## src/rtl/fetch_unit.sv

```systemverilog
// fetch_unit: instruction prefetch stage in front of the program ROM.
// Issues sequential word addresses on the shared read bus, tracks each
// fetch through a two-stage in-flight pipeline that matches the ROM's
// one-cycle registered latency, and buffers the returned words (tagged
// with their address) in a small FIFO for the decoder.
//
// Ports:
//   read_clk      bus read clock, all state changes on its rising edge
//   reset         asynchronous, active-high
//   bus_grant     this unit may drive the read bus
//   read_addr     registered fetch address for the read bus
//   read_addr_en  registered tri-state enable for read_addr
//   data_in       data bus as seen by this unit
//   halt          stop issuing new fetches
//   jump_valid    redirect request (flushes FIFO and in-flight fetches)
//   jump_addr     redirect target
//   instr_valid   FIFO head valid
//   instr_data    FIFO head word
//   instr_addr    address of the FIFO head word
//   instr_ready   decoder accepts the head this edge
//   idle          FIFO empty and nothing in flight
module fetch_unit #(
  parameter int                WORD_W       = 16,
  parameter int                ADDR_W       = 16,
  parameter logic [ADDR_W-1:0] RESET_VECTOR = 16'h0000,
  parameter int                DEPTH        = 4
) (
  input  logic              read_clk,
  input  logic              reset,
  input  logic              bus_grant,
  output logic [ADDR_W-1:0] read_addr,
  output logic              read_addr_en,
  input  logic [WORD_W-1:0] data_in,
  input  logic              halt,
  input  logic              jump_valid,
  input  logic [ADDR_W-1:0] jump_addr,
  output logic              instr_valid,
  output logic [WORD_W-1:0] instr_data,
  output logic [ADDR_W-1:0] instr_addr,
  input  logic              instr_ready,
  output logic              idle
);

  localparam int PTR_W = (DEPTH > 1) ? $clog2(DEPTH) : 1;
  localparam int CNT_W = PTR_W + 1;
  localparam int OCC_W = CNT_W + 1;

  typedef enum logic [1:0] {
    ST_IDLE   = 2'd0,
    ST_RUN    = 2'd1,
    ST_HALTED = 2'd2
  } state_t;

  state_t            state_r;
  logic [ADDR_W-1:0] pc_r;

  // In-flight pipeline: stage 1 = address on the bus, stage 2 = ROM output pending
  logic              s1_valid_r;
  logic [ADDR_W-1:0] s1_addr_r;
  logic              s2_valid_r;
  logic [ADDR_W-1:0] s2_addr_r;

  logic [WORD_W-1:0] mem_data_r [DEPTH];
  logic [ADDR_W-1:0] mem_addr_r [DEPTH];
  logic [PTR_W-1:0]  wr_ptr_r;
  logic [PTR_W-1:0]  rd_ptr_r;
  logic [CNT_W-1:0]  count_r;

  logic [OCC_W-1:0]  occupancy_s;
  logic              issue_s;
  logic              push_s;
  logic              pop_s;
  logic              s1_valid_nxt_s;
  logic              s2_valid_nxt_s;
  logic [PTR_W-1:0]  wr_ptr_nxt_s;
  logic [PTR_W-1:0]  rd_ptr_nxt_s;
  logic [CNT_W-1:0]  count_nxt_s;
  logic [WORD_W-1:0] head_data_nxt_s;
  logic [ADDR_W-1:0] head_addr_nxt_s;

  // Credit check counts buffered plus in-flight words so a push never meets a full FIFO
  always_comb begin
    occupancy_s    = OCC_W'(count_r) + OCC_W'(s1_valid_r) + OCC_W'(s2_valid_r);
    issue_s        = (state_r == ST_RUN) && bus_grant && !jump_valid &&
                     (occupancy_s < OCC_W'(DEPTH));
    push_s         = s2_valid_r && !jump_valid;
    pop_s          = instr_valid && instr_ready && !jump_valid;
    s1_valid_nxt_s = issue_s;
    s2_valid_nxt_s = s1_valid_r && !jump_valid;
  end

  // Next FIFO pointers/count; a jump empties the FIFO and discards any pop
  always_comb begin
    wr_ptr_nxt_s = wr_ptr_r;
    rd_ptr_nxt_s = rd_ptr_r;
    count_nxt_s  = count_r;
    if (jump_valid) begin
      wr_ptr_nxt_s = {PTR_W{1'b0}};
      rd_ptr_nxt_s = {PTR_W{1'b0}};
      count_nxt_s  = {CNT_W{1'b0}};
    end else begin
      if (push_s) begin
        wr_ptr_nxt_s = wr_ptr_r + PTR_W'(1);
      end else begin
        wr_ptr_nxt_s = wr_ptr_r;
      end
      if (pop_s) begin
        rd_ptr_nxt_s = rd_ptr_r + PTR_W'(1);
      end else begin
        rd_ptr_nxt_s = rd_ptr_r;
      end
      case ({push_s, pop_s})
        2'b10:   count_nxt_s = count_r + CNT_W'(1);
        2'b01:   count_nxt_s = count_r - CNT_W'(1);
        default: count_nxt_s = count_r;
      endcase
    end
  end

  // Next head word; bypass the incoming word when it lands in the head slot
  always_comb begin
    if (push_s && (rd_ptr_nxt_s == wr_ptr_r)) begin
      head_data_nxt_s = data_in;
      head_addr_nxt_s = s2_addr_r;
    end else begin
      head_data_nxt_s = mem_data_r[rd_ptr_nxt_s];
      head_addr_nxt_s = mem_addr_r[rd_ptr_nxt_s];
    end
  end

  // Control FSM with program counter and registered bus drive
  always_ff @(posedge read_clk or posedge reset) begin
    if (reset) begin
      state_r      <= ST_IDLE;
      pc_r         <= RESET_VECTOR;
      read_addr    <= {ADDR_W{1'b0}};
      read_addr_en <= 1'b0;
    end else begin
      case (state_r)
        ST_IDLE:   state_r <= ST_RUN;
        ST_RUN:    state_r <= halt ? ST_HALTED : ST_RUN;
        ST_HALTED: state_r <= halt ? ST_HALTED : ST_RUN;
        default:   state_r <= ST_IDLE;
      endcase
      if (jump_valid) begin
        pc_r         <= jump_addr;
        read_addr_en <= 1'b0;
      end else if (issue_s) begin
        read_addr    <= pc_r;
        read_addr_en <= 1'b1;
        pc_r         <= pc_r + ADDR_W'(1);
      end else begin
        read_addr_en <= 1'b0;
      end
    end
  end

  // In-flight stages follow the ROM's one-cycle registered read latency
  always_ff @(posedge read_clk or posedge reset) begin
    if (reset) begin
      s1_valid_r <= 1'b0;
      s1_addr_r  <= {ADDR_W{1'b0}};
      s2_valid_r <= 1'b0;
      s2_addr_r  <= {ADDR_W{1'b0}};
    end else begin
      s1_valid_r <= s1_valid_nxt_s;
      if (issue_s) begin
        s1_addr_r <= pc_r;
      end
      s2_valid_r <= s2_valid_nxt_s;
      s2_addr_r  <= s1_addr_r;
    end
  end

  // FIFO storage plus registered head and idle outputs
  always_ff @(posedge read_clk or posedge reset) begin
    if (reset) begin
      for (int i = 0; i < DEPTH; i++) begin
        mem_data_r[i] <= {WORD_W{1'b0}};
        mem_addr_r[i] <= {ADDR_W{1'b0}};
      end
      wr_ptr_r    <= {PTR_W{1'b0}};
      rd_ptr_r    <= {PTR_W{1'b0}};
      count_r     <= {CNT_W{1'b0}};
      instr_valid <= 1'b0;
      instr_data  <= {WORD_W{1'b0}};
      instr_addr  <= {ADDR_W{1'b0}};
      idle        <= 1'b1;
    end else begin
      if (push_s) begin
        mem_data_r[wr_ptr_r] <= data_in;
        mem_addr_r[wr_ptr_r] <= s2_addr_r;
      end
      wr_ptr_r    <= wr_ptr_nxt_s;
      rd_ptr_r    <= rd_ptr_nxt_s;
      count_r     <= count_nxt_s;
      instr_valid <= (count_nxt_s != {CNT_W{1'b0}});
      if (count_nxt_s != {CNT_W{1'b0}}) begin
        instr_data <= head_data_nxt_s;
        instr_addr <= head_addr_nxt_s;
      end
      idle <= (count_nxt_s == {CNT_W{1'b0}}) && !s1_valid_nxt_s && !s2_valid_nxt_s;
    end
  end

endmodule

```

## config.mk

```make
export PLATFORM = sky130hd
export DESIGN_NAME = fetch_unit
export DESIGN_NICKNAME = d
export VERILOG_FILES = /design/src/rtl/fetch_unit.sv
export SDC_FILE = /design/constraint.sdc
export NUM_CORES = 1
export LEC_CHECK = 0
export ABC_CLOCK_PERIOD_IN_PS = 16000
export CELL_PAD_IN_SITES_DETAIL_PLACEMENT = 0
export CELL_PAD_IN_SITES_GLOBAL_PLACEMENT = 1
export CORE_UTILIZATION = 35
export DETAILED_ROUTE_END_ITERATION = 6
export PLACE_DENSITY = 0.66
export SLEW_MARGIN = 20
export SYNTH_ARGS = -nofsm -noshare
export SYNTH_HDL_FRONTEND = slang
export SYNTH_SLANG_ARGS = --single-unit
```

## constraint.sdc

```tcl
create_clock -name read_clk -period 16 [get_ports read_clk]
set_input_delay 2.4 -clock read_clk [delete_from_list [all_inputs] [get_ports read_clk]]
set_output_delay 2.4 -clock read_clk [all_outputs]
set_load 0.03 [all_outputs]
```

==> out/qor.yml <==
global_route:
  grt_pass1_wl_mm: 36.2
  antenna_found_initial: 0
  grt_pass1_vias: 6564
  grt_util_all_layers: 0.149
  grt_max_degree: 87
  overflow: 0
floorplan:
  design.core.area_um2: 28900
  start_util: 0.357
  pin_count: 89
  dieArea_um2: 30200
  rows: 62
  dieWidth_um: 174
  fp.dieH_um: 174
layout:
  drive_above_1_share: 0.206
  final-instance-count-excl-fill: 1276
  fin_nets: 925
  final_cell_mix: "dfrtp_1, mux2_2, nand2_1"
  syn2layout_area_growth_pct: 20.5
  diodes: 0
  final_util: 0.431
  layout_commonest_cell: "dfrtp_1"
yosys:
  synth_compound_area_frac: 0.0478
  synth_top_area_frac: 0.575
  syn-cell-area_um2: 10300
  yosys.area_share.simple: 0.0799
  synth-edff-count: 0
  yosys_register_bits: 238
  synth_fp_nets: 842
  yosys_warnings: 0
  synth_ff_type: "dfrtp_1"
  syn-mean-instance-area_um2: 13.0
  synth_area_leader_cell: "dfrtp_1"
  async_reset_ff_frac: 1.00
  synth_area_leaders: "dfrtp_1, mux2_2, mux2i_1"
  synth_top_family_by_area: "multiplexers"
  synthAdderAreaFrac: 0.0141
  synth_xor_area_frac: 0.0187
  postSynthCellCount: 793
  muxShareOfSynthArea: 0.237
  synth.distinct_cells: 42
  ys_seq_area_frac: 0.578
worst_setup_path:
  r2r-start: "s2_valid_r$_DFF_PP0_"
  path_max_fanout: 46
  critical_path_arrival_ps: 6150
  cp-start-kind: "input pin"
  worstReg2RegEnd: "instr_addr[13]$_DFFE_PP0P_"
  required_ps: 16450
  reg2regPathDepth: 10
  r2r_slack_ps: 12450
  worstSetupPathType: "input pin to register"
  end_kind: "register"
placed_design:
  gp_congestion: 0.720
  dp_hpwl_mm: 13.2
  port_buffers: 88
  dp.cells: 1232
hold_path:
  min_path_type: "register to register"
  min_from: "s1_addr_r[10]$_DFFE_PP0P_"
  hold_path_end: "s2_addr_r[10]$_DFF_PP0_"
  hold_depth: 0
power_and_ir_drop:
  pwr-share-clk: 0.306
  comb_power_share: 0.242
  total_leakage_power_nw: 6.32
  power_w: 0.00188
  seqPwrFrac: 0.451
  ir_worst_vdd_mv: 0.0767
  internal-power_w: 0.00131
  p_sw_w: 0.000573
  power_density_nw_per_um2: 151
  p_sw_frac: 0.305
sta:
  worstMarginPinSlew_ps: 1000
  maxSlewViolCount: 0
  relSlewSlack: 0.332
  skew_ps: 8.90
  final-setup-viol-count: 0
  fin_crit_ps: 5700
  rsz0062_at_grt: "false"
  hold_viol_final: 0
  max_clock_freq_mhz: 176
  final.period_utilization: 0.356
  fin_tns_setup_ps: 0
flow_run:
  max_cap_violations: 0
routing:
  drc: 0
  routed_wirelength_mm: 21.9
  drtAntennaViolNets: 0
  drt-pass1-iter-count: 4
  drtIter0Drc: 314
  wl_per_cell_um: 17.2
  vias: 6199
  viasPerCell: 4.86
clock_tree:
  cts-resized-gates: 0
  holdBufCountCts: 0
  clk_pin_slew_ps: 60
  h-tree-depth: 1
  cts_root_buffer: "clkbuf_16"
  numCtsBuffers: 26
  cts_tree: "built"
  clock-sinks: 238
  cts_buffer_depth: 3
  clk-insertion-delay-late_ps: 520
  post-cts-setup-buffers: 0
run_status:
  outcome: "finished, final reports clean"
how the worst max path moves through the flow:
stage	from	to	cells after the start
after floorplan	reset	count_r[0]$_DFF_PP0_	1
after global placement	jump_valid	instr_data[9]$_DFFE_PP0P_	12
after detailed placement	jump_valid	instr_addr[4]$_DFFE_PP0P_	12
after CTS	jump_valid	instr_addr[13]$_DFFE_PP0P_	12
after global routing	jump_valid	instr_data[9]$_DFFE_PP0P_	12
final	jump_valid	instr_addr[13]$_DFFE_PP0P_	12
area by class of cell:
cell class / instances / area (um2)
Tap cell: 384 / 480
Multi-Input combinational cell: 497 / 4130
Inverter: 13 / 56.3
Sequential cell: 238 / 5960
Clock inverter: 1 / 30.0
Fill cell: 2666 / 16400
Timing Repair Buffer: 100 / 971
Clock buffer: 43 / 796
power groups by stage:
stage | clock [W] | sequential (W) | combinational, W
2_1_floorplan | 0 | 0.000924 | 0.000197
3_5_place_dp | 0 | 0.000859 | 0.000462
4_1_cts | 0.000597 | 0.000851 | 0.000464
3_3_place_gp | 0 | 0.000860 | 0.000455
6_report | 0.000576 | 0.000849 | 0.000456
5_1_grt | 0.000620 | 0.000870 | 0.000500
Yosys cell counts (2+ instances only):
library cell,instances
a211oi_1,2
a221o_1,32
nor2_1,11
inv_1,11
nand2_1,108
a21oi_1,2
buf_2,21
o21ai_1,2
a21o_1,2
mux2_2,128
xnor2_1,12
xor2_1,10
or4b_1,2
mux2i_1,99
clkbuf_1,9
o21ai_0,15
and3_1,34
buf_1,12
inv_2,2
dfrtp_1,237
nand4_1,3
nand3_1,7
nor2b_1,4
ha_1,10
worst max-delay path: stages:
cell	delay (ps)
clkdlybuf4s50_1	400
buf_4	260
nor2b_1	310
inv_1	140
ha_1	240
fa_1	380
xnor2_1	150
or4_1	420
and3_1	190
buf_4	260
nor2_4	690
a221o_1	270
routing by layer:
layer	track usage	part of all wire	vias up	wire length, um
met5	0	0	-	0
met4	0.0358	0.019	0	409
met3	0.0268	0.038	29	841
met2	0.241	0.46	99	10200
met1	0.208	0.48	3083	10500
li1	-	-	2988	-
stage by stage:
step / hold slack, ps / setup WS (ps) / cell area (um2)
6_report: 373 / 10300 / 12400
5_1_grt: 384 / 10040 / 12400
4_1_cts: 377 / 10270 / 12400
3_5_place_dp: 363 / 9720 / 11600
3_3_place_gp: 359 / 9790 / 11600
2_1_floorplan: 354 / 7070 / 10300
state kept, by name, summed over array words and instances, names as in the netlist, 2 cells and up:
register,flops
count_r,3
instr_addr,16
instr_data,16
mem_addr_r,64
mem_data_r,64
pc_r,16
rd_ptr_r,2
read_addr,16
s1_addr_r,16
s2_addr_r,16
state_r,2
wr_ptr_r,2
cell families (layout without fill, tap and decap cells):
kind of cell    Yosys count  count (layout)
compound gates           58              58
fa+ha+maj                11              11
buf+inv                  58             157
simple gates            178             178
xor+xnor                 22              22
flops                   238             238
mux                     228             228
Power figures use the tool's default switching activity.
